$ cat config.mk
export PLATFORM = sky130hd
export DESIGN_NAME = wb_arbiter
export DESIGN_NICKNAME = d
export VERILOG_FILES = /design/src/rtl/core_pkg.sv /design/src/rtl/wb_fifo.sv /design/src/rtl/wb_arbiter.sv
export SDC_FILE = /design/constraint.sdc
export NUM_CORES = 1
export LEC_CHECK = 0
export CORE_MARGIN = 1
export CORE_UTILIZATION = 40
export CTS_CLUSTER_DIAMETER = 100
export DETAILED_ROUTE_END_ITERATION = 8
export HOLD_SLACK_MARGIN = 0.02
export PLACE_DENSITY = 0.64
export SLEW_MARGIN = 20
export SYNTH_ARGS = -nofsm -noshare
export SYNTH_HDL_FRONTEND = slang
export SYNTH_SLANG_ARGS = --single-unit
$ cat constraint.sdc
create_clock -name clk -period 5.95 [get_ports clk]
set_input_delay 0.8925 -clock clk [delete_from_list [all_inputs] [get_ports clk]]
set_output_delay 0.8925 -clock clk [all_outputs]
set_load 0.02 [all_outputs]
$ cat src/rtl/core_pkg.sv
// Shared core types: register index, data word and writeback request.
package core_pkg;

  localparam int unsigned XLEN = 32;

  typedef logic [4:0]      reg_idx_t;
  typedef logic [XLEN-1:0] xlen_t;

  typedef struct packed {
    reg_idx_t rd;
    xlen_t    data;
  } wb_req_t;

  localparam reg_idx_t REG_ZERO = 5'd0;

endpackage

$ cat src/rtl/wb_fifo.sv
// Synchronous FIFO of writeback requests. A push into a full FIFO is taken only
// when a pop frees the head slot in the same cycle.
module wb_fifo
  import core_pkg::*;
#(
  parameter int unsigned DEPTH = 4
) (
  input  logic    clk,
  input  logic    reset,
  input  logic    push,
  input  wb_req_t push_data,
  input  logic    pop,
  output logic    full,
  output logic    empty,
  output wb_req_t head
);

  localparam int unsigned AW = (DEPTH > 1) ? $clog2(DEPTH) : 1;

  logic [AW-1:0] wr_ptr_q, wr_ptr_d;
  logic [AW-1:0] rd_ptr_q, rd_ptr_d;
  logic [AW:0]   count_q, count_d;
  wb_req_t       mem_q [DEPTH];
  logic          wr_en, rd_en;

  assign full  = (count_q == (AW+1)'(DEPTH));
  assign empty = (count_q == '0);
  assign head  = mem_q[rd_ptr_q];

  always_comb begin
    wr_en    = push && (!full || pop);
    rd_en    = pop && !empty;
    wr_ptr_d = wr_ptr_q;
    rd_ptr_d = rd_ptr_q;
    count_d  = count_q;
    // Pointers wrap naturally because DEPTH is a power of two.
    if (wr_en) wr_ptr_d = wr_ptr_q + 1'b1;
    if (rd_en) rd_ptr_d = rd_ptr_q + 1'b1;
    if (wr_en && !rd_en) begin
      count_d = count_q + 1'b1;
    end else if (rd_en && !wr_en) begin
      count_d = count_q - 1'b1;
    end
  end

  always_ff @(posedge clk or posedge reset) begin
    if (reset) begin
      wr_ptr_q <= '0;
      rd_ptr_q <= '0;
      count_q  <= '0;
    end else begin
      wr_ptr_q <= wr_ptr_d;
      rd_ptr_q <= rd_ptr_d;
      count_q  <= count_d;
    end
  end

  always_ff @(posedge clk) begin
    if (wr_en) mem_q[wr_ptr_q] <= push_data;
  end

endmodule

$ cat src/rtl/wb_arbiter.sv
// Writeback arbiter: merges ALU and buffered long-latency results into the register
// file write port and tracks outstanding destinations. WB_ARB_PERF_EN adds perf counters.
module wb_arbiter
  import core_pkg::*;
#(
  parameter int unsigned FIFO_DEPTH = 4,
  parameter int unsigned STARVE_MAX = 8
) (
  input  logic            clk,
  input  logic            reset,
  input  logic            alu_valid,
  input  logic [4:0]      alu_rd,
  input  logic [XLEN-1:0] alu_data,
  output logic            alu_stall,
  input  logic            ll_valid,
  output logic            ll_ready,
  input  logic [4:0]      ll_rd,
  input  logic [XLEN-1:0] ll_data,
  input  logic            issue_valid,
  input  logic [4:0]      issue_rd,
  output logic [31:0]     busy_mask,
  output logic            rf_we,
  output logic [4:0]      rf_rd,
  output logic [XLEN-1:0] rf_wd
`ifdef WB_ARB_PERF_EN
  ,
  output logic [31:0]     perf_conflicts,
  output logic [31:0]     perf_forced
`endif
);

  localparam int unsigned SW = $clog2(STARVE_MAX + 1);

  logic          fifo_full, fifo_empty, fifo_push, fifo_pop;
  wb_req_t       fifo_head, fifo_in;
  logic          force_drain, alu_win;
  logic [SW-1:0] starve_q, starve_d;
  logic [31:0]   busy_q, busy_d;
  logic          rf_we_q, rf_we_d;
  reg_idx_t      rf_rd_q, rf_rd_d;
  xlen_t         rf_wd_q, rf_wd_d;

  wb_fifo #(
    .DEPTH(FIFO_DEPTH)
  ) u_fifo (
    .clk      (clk),
    .reset    (reset),
    .push     (fifo_push),
    .push_data(fifo_in),
    .pop      (fifo_pop),
    .full     (fifo_full),
    .empty    (fifo_empty),
    .head     (fifo_head)
  );

  assign fifo_in     = '{rd: ll_rd, data: ll_data};
  assign ll_ready    = !fifo_full;
  assign fifo_push   = ll_valid && ll_ready;
  assign force_drain = !fifo_empty && (starve_q == SW'(STARVE_MAX));
  assign alu_stall   = alu_valid && force_drain;
  assign alu_win     = alu_valid && !force_drain;
  assign fifo_pop    = !fifo_empty && !alu_win;

  always_comb begin
    starve_d = starve_q;
    rf_we_d  = 1'b0;
    rf_rd_d  = rf_rd_q;
    rf_wd_d  = rf_wd_q;
    busy_d   = busy_q;

    if (fifo_empty || fifo_pop) begin
      starve_d = '0;
    end else if (starve_q != SW'(STARVE_MAX)) begin
      starve_d = starve_q + 1'b1;
    end

    if (alu_win) begin
      rf_we_d = (alu_rd != REG_ZERO);
      rf_rd_d = alu_rd;
      rf_wd_d = alu_data;
    end else if (fifo_pop) begin
      rf_we_d = (fifo_head.rd != REG_ZERO);
      rf_rd_d = fifo_head.rd;
      rf_wd_d = fifo_head.data;
    end

    // Set after clear so a same-cycle reissue keeps the register busy.
    if (fifo_pop) busy_d[fifo_head.rd] = 1'b0;
    if (issue_valid && issue_rd != REG_ZERO) busy_d[issue_rd] = 1'b1;
  end

  always_ff @(posedge clk or posedge reset) begin
    if (reset) begin
      starve_q <= '0;
      busy_q   <= '0;
      rf_we_q  <= 1'b0;
      rf_rd_q  <= '0;
      rf_wd_q  <= '0;
    end else begin
      starve_q <= starve_d;
      busy_q   <= busy_d;
      rf_we_q  <= rf_we_d;
      rf_rd_q  <= rf_rd_d;
      rf_wd_q  <= rf_wd_d;
    end
  end

  assign busy_mask = busy_q;
  assign rf_we     = rf_we_q;
  assign rf_rd     = rf_rd_q;
  assign rf_wd     = rf_wd_q;

`ifdef WB_ARB_PERF_EN
  logic [31:0] conflicts_q, conflicts_d;
  logic [31:0] forced_q, forced_d;

  always_comb begin
    conflicts_d = conflicts_q + {31'd0, (alu_valid && !fifo_empty)};
    forced_d    = forced_q + {31'd0, alu_stall};
  end

  always_ff @(posedge clk or posedge reset) begin
    if (reset) begin
      conflicts_q <= '0;
      forced_q    <= '0;
    end else begin
      conflicts_q <= conflicts_d;
      forced_q    <= forced_d;
    end
  end

  assign perf_conflicts = conflicts_q;
  assign perf_forced    = forced_q;
`endif

endmodule

==> results.ini, run 1 <==
[die]
num_rows=55
io_pins=156
fp.dieW_um=154.2
core_mm2=0.02271
die_y_um=154.2
dieArea_mm2=0.02377
initial_core_util_pct=40.79

[sta]
rsz0062_at_grt=no
whs_ns=0.4778
tightest_slew_ns=1.048
period_share_pct=59.75
fin_setup_tns_ns=0
fin_worst_skew_ns=0.01220
setup_viol=0
fin_crit_ns=3.555
slew_violations=0
max_freq_mhz=281.3
slew_headroom_pct=30.14
hold_viol_final=0
fin_ws_ns=2.395

[clocking]
cts_tree=done
worstSkewPairLatency_ns=0.52
cts_hold_buf=0
clock-sinks=229
cts-htree-levels=1
clkTransAtPathRegs_ns=0.06
postCtsSetupRepairBufs=0
post_cts_resized=0
cts.path.max_buffers=3
numCtsBuffers=24
clock_tree.root_cell=clkbuf_16

[layout]
nets=842
mostFrequentLayoutCell=clkdlybuf4s50_1
stdcell_count=1055
design_area_mm2=0.01201
final_cell_mix=clkdlybuf4s50_1 (155), edfxtp_1 (148), dfrtp_1 (79)
drive_above_1_share_pct=12.63
nFillCells=1844
syn_to_final_growth_pct=29.62

[power]
pwr-share-seq_pct=40.2
comb_power_share_pct=32.6
swShare_pct=32.10
peakVddDrop_v=0.0002559
clockPowerShare_pct=27.3
powerDensity_mw_per_mm2=514.9
p_sw_mw=1.984
leakagePower_nw=4.356
internal_power_mw=4.198

[detailed_routing]
wl_met3_um=1542
wl_met1_um=8211
top_layer=met4
wl_met2_um=10050
drc=0
drtPass1Iterations=4
drtAntennaViolNets=0
via_count=5615
routed_wl_um=20210
post_drt_wl_per_cell_um=19.16
vias_per_cell=5.322
drtIter0Drc=283

[worst_setup_path]
path_cells=clkdlybuf4s50_1, inv_1, nor3_1, clkdlybuf4s50_1
worstPathArrival_ns=2.66
slowest_delay_ns=0.75
crit_family=buffers and inverters
crit_fanout=10
cp-end-kind=output pin
crit_type=input pin to output pin
cp_slowest_cell=clkdlybuf4s50_1
cp-start-kind=input pin
path_buf_inv=3
cp_common_cell=clkdlybuf4s50_1
cp.required_ns=5.06

[placement]
postPlaceCellArea_mm2=0.01109
portBuffers=155
place.detailed.hpwl_um=12710
place_congestion=0.9042
dp.cells=1009
pre_cts_ws_ns=2.423

[yosys]
synth_nets=688
synth_area_mm2=0.009264
synthArstFlopShare_pct=35.37
synth_ff_type=edfxtp_1
synth.yosys.seq_area_share_pct=69.85
yosysWarningCount=0
synthDistinctLibCells=39
synth_edf_count=148
syn_inst=596
synth-seq-cells=229
syn_area_per_cell_um2=15.54

[global_routing]
grt_pass1_wl_um=32350
grt_max_degree=65
grtUsageTotal_pct=17.58
antenna_found_initial=2
grt_overflow=0
grt_pass1_vias=5998

[job]
drv_cap=0

[worst_hold_path]
hold_class=flip-flop to flip-flop

[status]
status=finished clean

-- synthesized netlist by cell type (2+ instances only) --
master,instances,share of area (%)
o21ai_1,2,0.11
a21boi_0,2,0.16
nand2_1,49,2.0
nand3_1,4,0.22
inv_1,9,0.36
and3_1,7,0.47
or3_1,2,0.14
nand2b_1,2,0.14
mux2i_1,37,4.0
nand3b_1,9,0.73
a22oi_1,5,0.41
a21oi_1,26,1.4
xor2_1,4,0.38
clkbuf_1,17,0.69
or3b_1,3,0.28
buf_2,12,0.65
xnor2_1,4,0.38
o21ai_0,65,3.5
mux2_2,2,0.24
edfxtp_1,148,48
a31oi_1,4,0.27
o41ai_1,3,0.28
nor3_1,14,0.76
dfrtp_1,81,22
nor3b_1,2,0.16
ha_1,7,0.95
and3b_1,4,0.38
or3b_2,2,0.19
nor2_1,25,1.0
mux4_2,36,8.8
-- registers in the layout, indices dropped and copies added, names as in the netlist --
register / cells
busy_mask: 32
rf_rd: 5
rf_wd: 32
rf_we: 1
starve_q: 4
u_fifo.count_q: 3
u_fifo.mem_q: 148
u_fifo.rd_ptr_q: 2
u_fifo.wr_ptr_q: 2
-- final timing paths --
| kind | from | to | slack, ns | depth (start not counted) |
|---|---|---|---|---|
| hold / removal | rf_wd[5]$_DFFE_PP0P_ | rf_wd[5]$_DFFE_PP0P_ | 0.48 | 2 |
| max in group asynchronous | reset | u_fifo.rd_ptr_q[1]$_DFFE_PP0P_ | 4.07 | 3 |
| setup reg to reg | u_fifo.rd_ptr_q[1]$_DFFE_PP0P_ | busy_mask[4]$_DFF_PP0_ | 3.39 | 4 |
| hold reg to reg | rf_wd[5]$_DFFE_PP0P_ | rf_wd[5]$_DFFE_PP0P_ | 0.48 | 2 |
| min in group asynchronous | reset | rf_wd[17]$_DFFE_PP0P_ | 0.77 | 2 |
| setup / recovery | alu_valid | alu_stall | 2.39 | 4 |
-- cells by family after synthesis --
family,count (synthesis),synth area share (%)
compound gates,110,6.442
xor+xnor,8,0.7563
fa+ha+maj,8,1.161
buf+inv,40,1.904
flops,229,69.85
mux,76,13.28
simple gates,125,6.605
-- layout make-up --
type / instances / area (um2) / area share (%)
well taps: 285 / 356.6 / 2.970
flip-flops and latches: 229 / 6474 / 53.91
inverters: 9 / 35.03 / 0.2918
repair buffers: 159 / 1582 / 13.17
multi-input cells: 327 / 2645 / 22.03
clock buffers: 26 / 618.1 / 5.147
clock inverters: 18 / 292.8 / 2.438
diodes: 2 / 5.005 / 0.04168
-- power groups by stage --
stage / Combinational (mW) / Sequential [mW] / Clock (mW)
after floorplan: 1.01 / 2.66 / 0
after global placement: 1.99 / 2.48 / 0
after detailed placement: 2.03 / 2.52 / 0
after CTS: 2.04 / 2.49 / 1.72
after global routing: 2.18 / 2.54 / 1.79
final: 2.01 / 2.48 / 1.69
-- routing by layer --
layer,track usage [%],up-vias
met2,30.50,197
met4,4.667,0
met3,4.455,30
li1,-,2579
met5,0,-
met1,21.94,2809
-- worst min-delay path, delay by kind of cell (launching register included) --
kind / cells / cell delay, ns
flip-flops: 1 / 0.34
AO/OA/AOI/OAI: 1 / 0.06
AND/OR/NAND/NOR: 1 / 0.05
-- metrics by stage --
step	total power, mW	utilization, %
floorplan	3.666	-
global placement	4.472	48.82
detailed placement	4.544	48.82
CTS	6.256	52.83
global route	6.503	52.85
finish	6.182	52.88
Note: power is estimated with default switching activity, not from simulation.
==> run 2: changes to the inputs <==
- PLACE_DENSITY: 0.64 -> 0.66
- clock period: 5.95 -> 3.1 ns (I/O delays scaled with it)
==> run 2 against run 1 <==
  * Clock power rose by 78%
  * Critical endpoint unchanged
  * Non-clock buffer count up 10
  * Register-to-register slack lost 2.8 ns
  * Critical path type is now flip-flop to output pin
==> results.ini, run 2 (synthesis gave the netlist of run 1 again) <==
[status]
status=finished clean

[power]
swShare_pct=32.41  ; +0.31 points
clockPowerShare_pct=25.7  ; -1.6 points
p_sw_mw=3.788  ; +91%
peakVddDrop_v=0.0006032  ; +140%
internal_power_mw=7.900  ; +88%
powerDensity_mw_per_mm2=971.8  ; +89%
leakagePower_nw=4.379  ; +0.51%
comb_power_share_pct=34.8  ; +2.2 points
pwr-share-seq_pct=39.6  ; -0.6 points

[worst_setup_path]
worstPathArrival_ns=2.26  ; -0.40 ns
r2r_cells=7  ; +3
crit_type=flip-flop to output pin
cp.required_ns=2.63  ; -2.43 ns
crit_fanout=5  ; -5
cp-end-kind=output pin
cp-start-kind=flip-flop

[detailed_routing]
vias_per_cell=5.328  ; +0.11%
wl_met3_um=1338  ; -13%
routed_wl_um=20470  ; +1.3%
drtPass1Iterations=5  ; +1
drc=0  ; unchanged
drtAntennaViolNets=0  ; unchanged
via_count=5664  ; +0.87%
top_layer=met5
drtIter0Drc=304  ; +7.4%
wl_met2_um=10150  ; +0.96%
wl_met1_um=8622  ; +5.0%
post_drt_wl_per_cell_um=19.26  ; +0.52%

[placement]
place.detailed.hpwl_um=13440  ; +5.7%
place_congestion=0.8613  ; -4.7%
postPlaceCellArea_mm2=0.01119  ; +0.90%
portBuffers=155  ; unchanged

[clocking]
clock-sinks=229  ; unchanged
clkTransAtPathRegs_ns=0.06  ; about the same
postCtsSetupRepairBufs=0  ; unchanged
cts_hold_buf=0  ; unchanged
clock_tree.root_cell=clkbuf_16
cts-htree-levels=1  ; unchanged
cts_tree=done
worstSkewPairLatency_ns=0.51  ; about the same
post_cts_resized=0  ; unchanged
cts.path.max_buffers=3  ; unchanged
numCtsBuffers=24  ; unchanged

[die]
core_mm2=0.02271  ; unchanged
num_rows=55  ; unchanged
initial_core_util_pct=40.79  ; unchanged
dieArea_mm2=0.02377  ; unchanged
die_y_um=154.2  ; unchanged
fp.dieW_um=154.2  ; unchanged
io_pins=156  ; unchanged

[sta]
slew_headroom_pct=33.60  ; +3.5 points
hold_viol_final=0  ; unchanged
max_freq_mhz=367.5
rsz0062_at_grt=no
fin_worst_skew_ns=0.02068  ; +0.008477 ns
tightest_slew_ns=0.9922  ; -0.05576 ns
slew_violations=0  ; unchanged
setup_viol=0  ; unchanged
whs_ns=0.3886  ; -0.08916 ns
fin_crit_ns=2.721
period_share_pct=87.78
fin_setup_tns_ns=0  ; unchanged

[layout]
regMostFlops=u_fifo.mem_q
n_antenna_cell=0  ; -2
drive_above_1_share_pct=13.11  ; +0.48 points
final_cell_mix=clkdlybuf4s50_1 (155), edfxtp_1 (148), dfrtp_1 (79)
syn_to_final_growth_pct=29.82
largest_reg_flops=148  ; unchanged
mostFrequentLayoutCell=clkdlybuf4s50_1
nets=852  ; +1.2%
design_area_mm2=0.01203  ; +0.16%

[global_routing]
grt_pass1_vias=6022  ; +0.40%
antenna_found_initial=2  ; unchanged
grtUsageTotal_pct=17.57  ; about the same
grt_overflow=0  ; unchanged
grt_pass1_wl_um=32360  ; about the same
grt_max_degree=45  ; -31%

[worst_hold_path]
hold_class=input pin to async pin

[job]
drv_cap=0  ; unchanged

run 2: cell types whose count changed in the layout (fill, tap and decap cells not counted), sizes merged:
| cell | before | now |
|---|---|---|
| inv | 8 | 9 |
| buf | 4 | 14 |
| bufinv | 7 | 4 |
| clkinv | 7 | 6 |
| clkbuf | 26 | 29 |
| diode | 2 | 0 |
run 2: power by group through the flow:
| stage | combinational (mW) | sequential, mW | clock, mW |
|---|---|---|---|
| global route | 4.39 | 4.72 | 3.19 |
| floorplan | 1.93 | 5.11 | 0 |
| detailed placement | 4.12 | 4.68 | 0 |
| CTS | 4.13 | 4.64 | 3.06 |
| global placement | 4.04 | 4.63 | 0 |
| finish | 4.06 | 4.63 | 3.00 |
run 2: layout make-up:
| cell class | instances | area, um2 |
|---|---|---|
| Clock buffer | 29 | 650.6 |
| Clock inverter | 15 | 188.9 |
| Fill cell | 1865 | 10680 |
| Inverter | 9 | 35.03 |
| Multi-Input combinational cell | 327 | 2640 |
| Sequential cell | 229 | 6474 |
| Tap cell | 285 | 356.6 |
| Timing Repair Buffer | 169 | 1682 |
run 2: final timing paths:
path	start	to	slack, ns
max	starve_q[0]$_DFFE_PP0P_	alu_stall	0.38
min	reset	rf_wd[17]$_DFFE_PP0P_	0.39
max reg2reg	starve_q[0]$_DFFE_PP0P_	rf_wd[13]$_DFFE_PP0P_	0.61
min reg2reg	rf_wd[11]$_DFFE_PP0P_	rf_wd[11]$_DFFE_PP0P_	0.49
max in group asynchronous	reset	busy_mask[28]$_DFF_PP0_	2.01
min in group clk	rf_wd[11]$_DFFE_PP0P_	rf_wd[11]$_DFFE_PP0P_	0.49
run 2: per-layer routing:
| layer | track usage (%) | up-vias |
|---|---|---|
| li1 | - | 2601 |
| met1 | 22.14 | 2843 |
| met2 | 30.52 | 187 |
| met3 | 4.119 | 31 |
| met4 | 4.524 | 2 |
| met5 | 0 | - |
run 2: through the flow:
stage	utilization (%)	worst slack (ns)	power, mW	instances
2_1_floorplan	-	0.5549	7.037	596
3_3_place_gp	49.26	0.6621	8.666	1019
3_5_place_dp	49.26	0.6118	8.803	1019
4_1_cts	52.96	0.3728	11.83	1063
5_1_grt	52.96	0.2670	12.30	1063
6_report	52.96	0.3787	11.69	1063
run 2: critical path: stages, from the launching register on:
cell             delay, ns
dfrtp_1               0.41
inv_1                 0.07
ha_1                  0.16
nand3b_1              0.20
nor3_1                0.24
clkdlybuf4s50_1       0.65
==> run 3: changes to the inputs <==
- SKIP_LAST_GASP: unset -> 1
==> results of run 3 <==
Same layout as run 2: the final DEF is identical, and so are final timing and power.
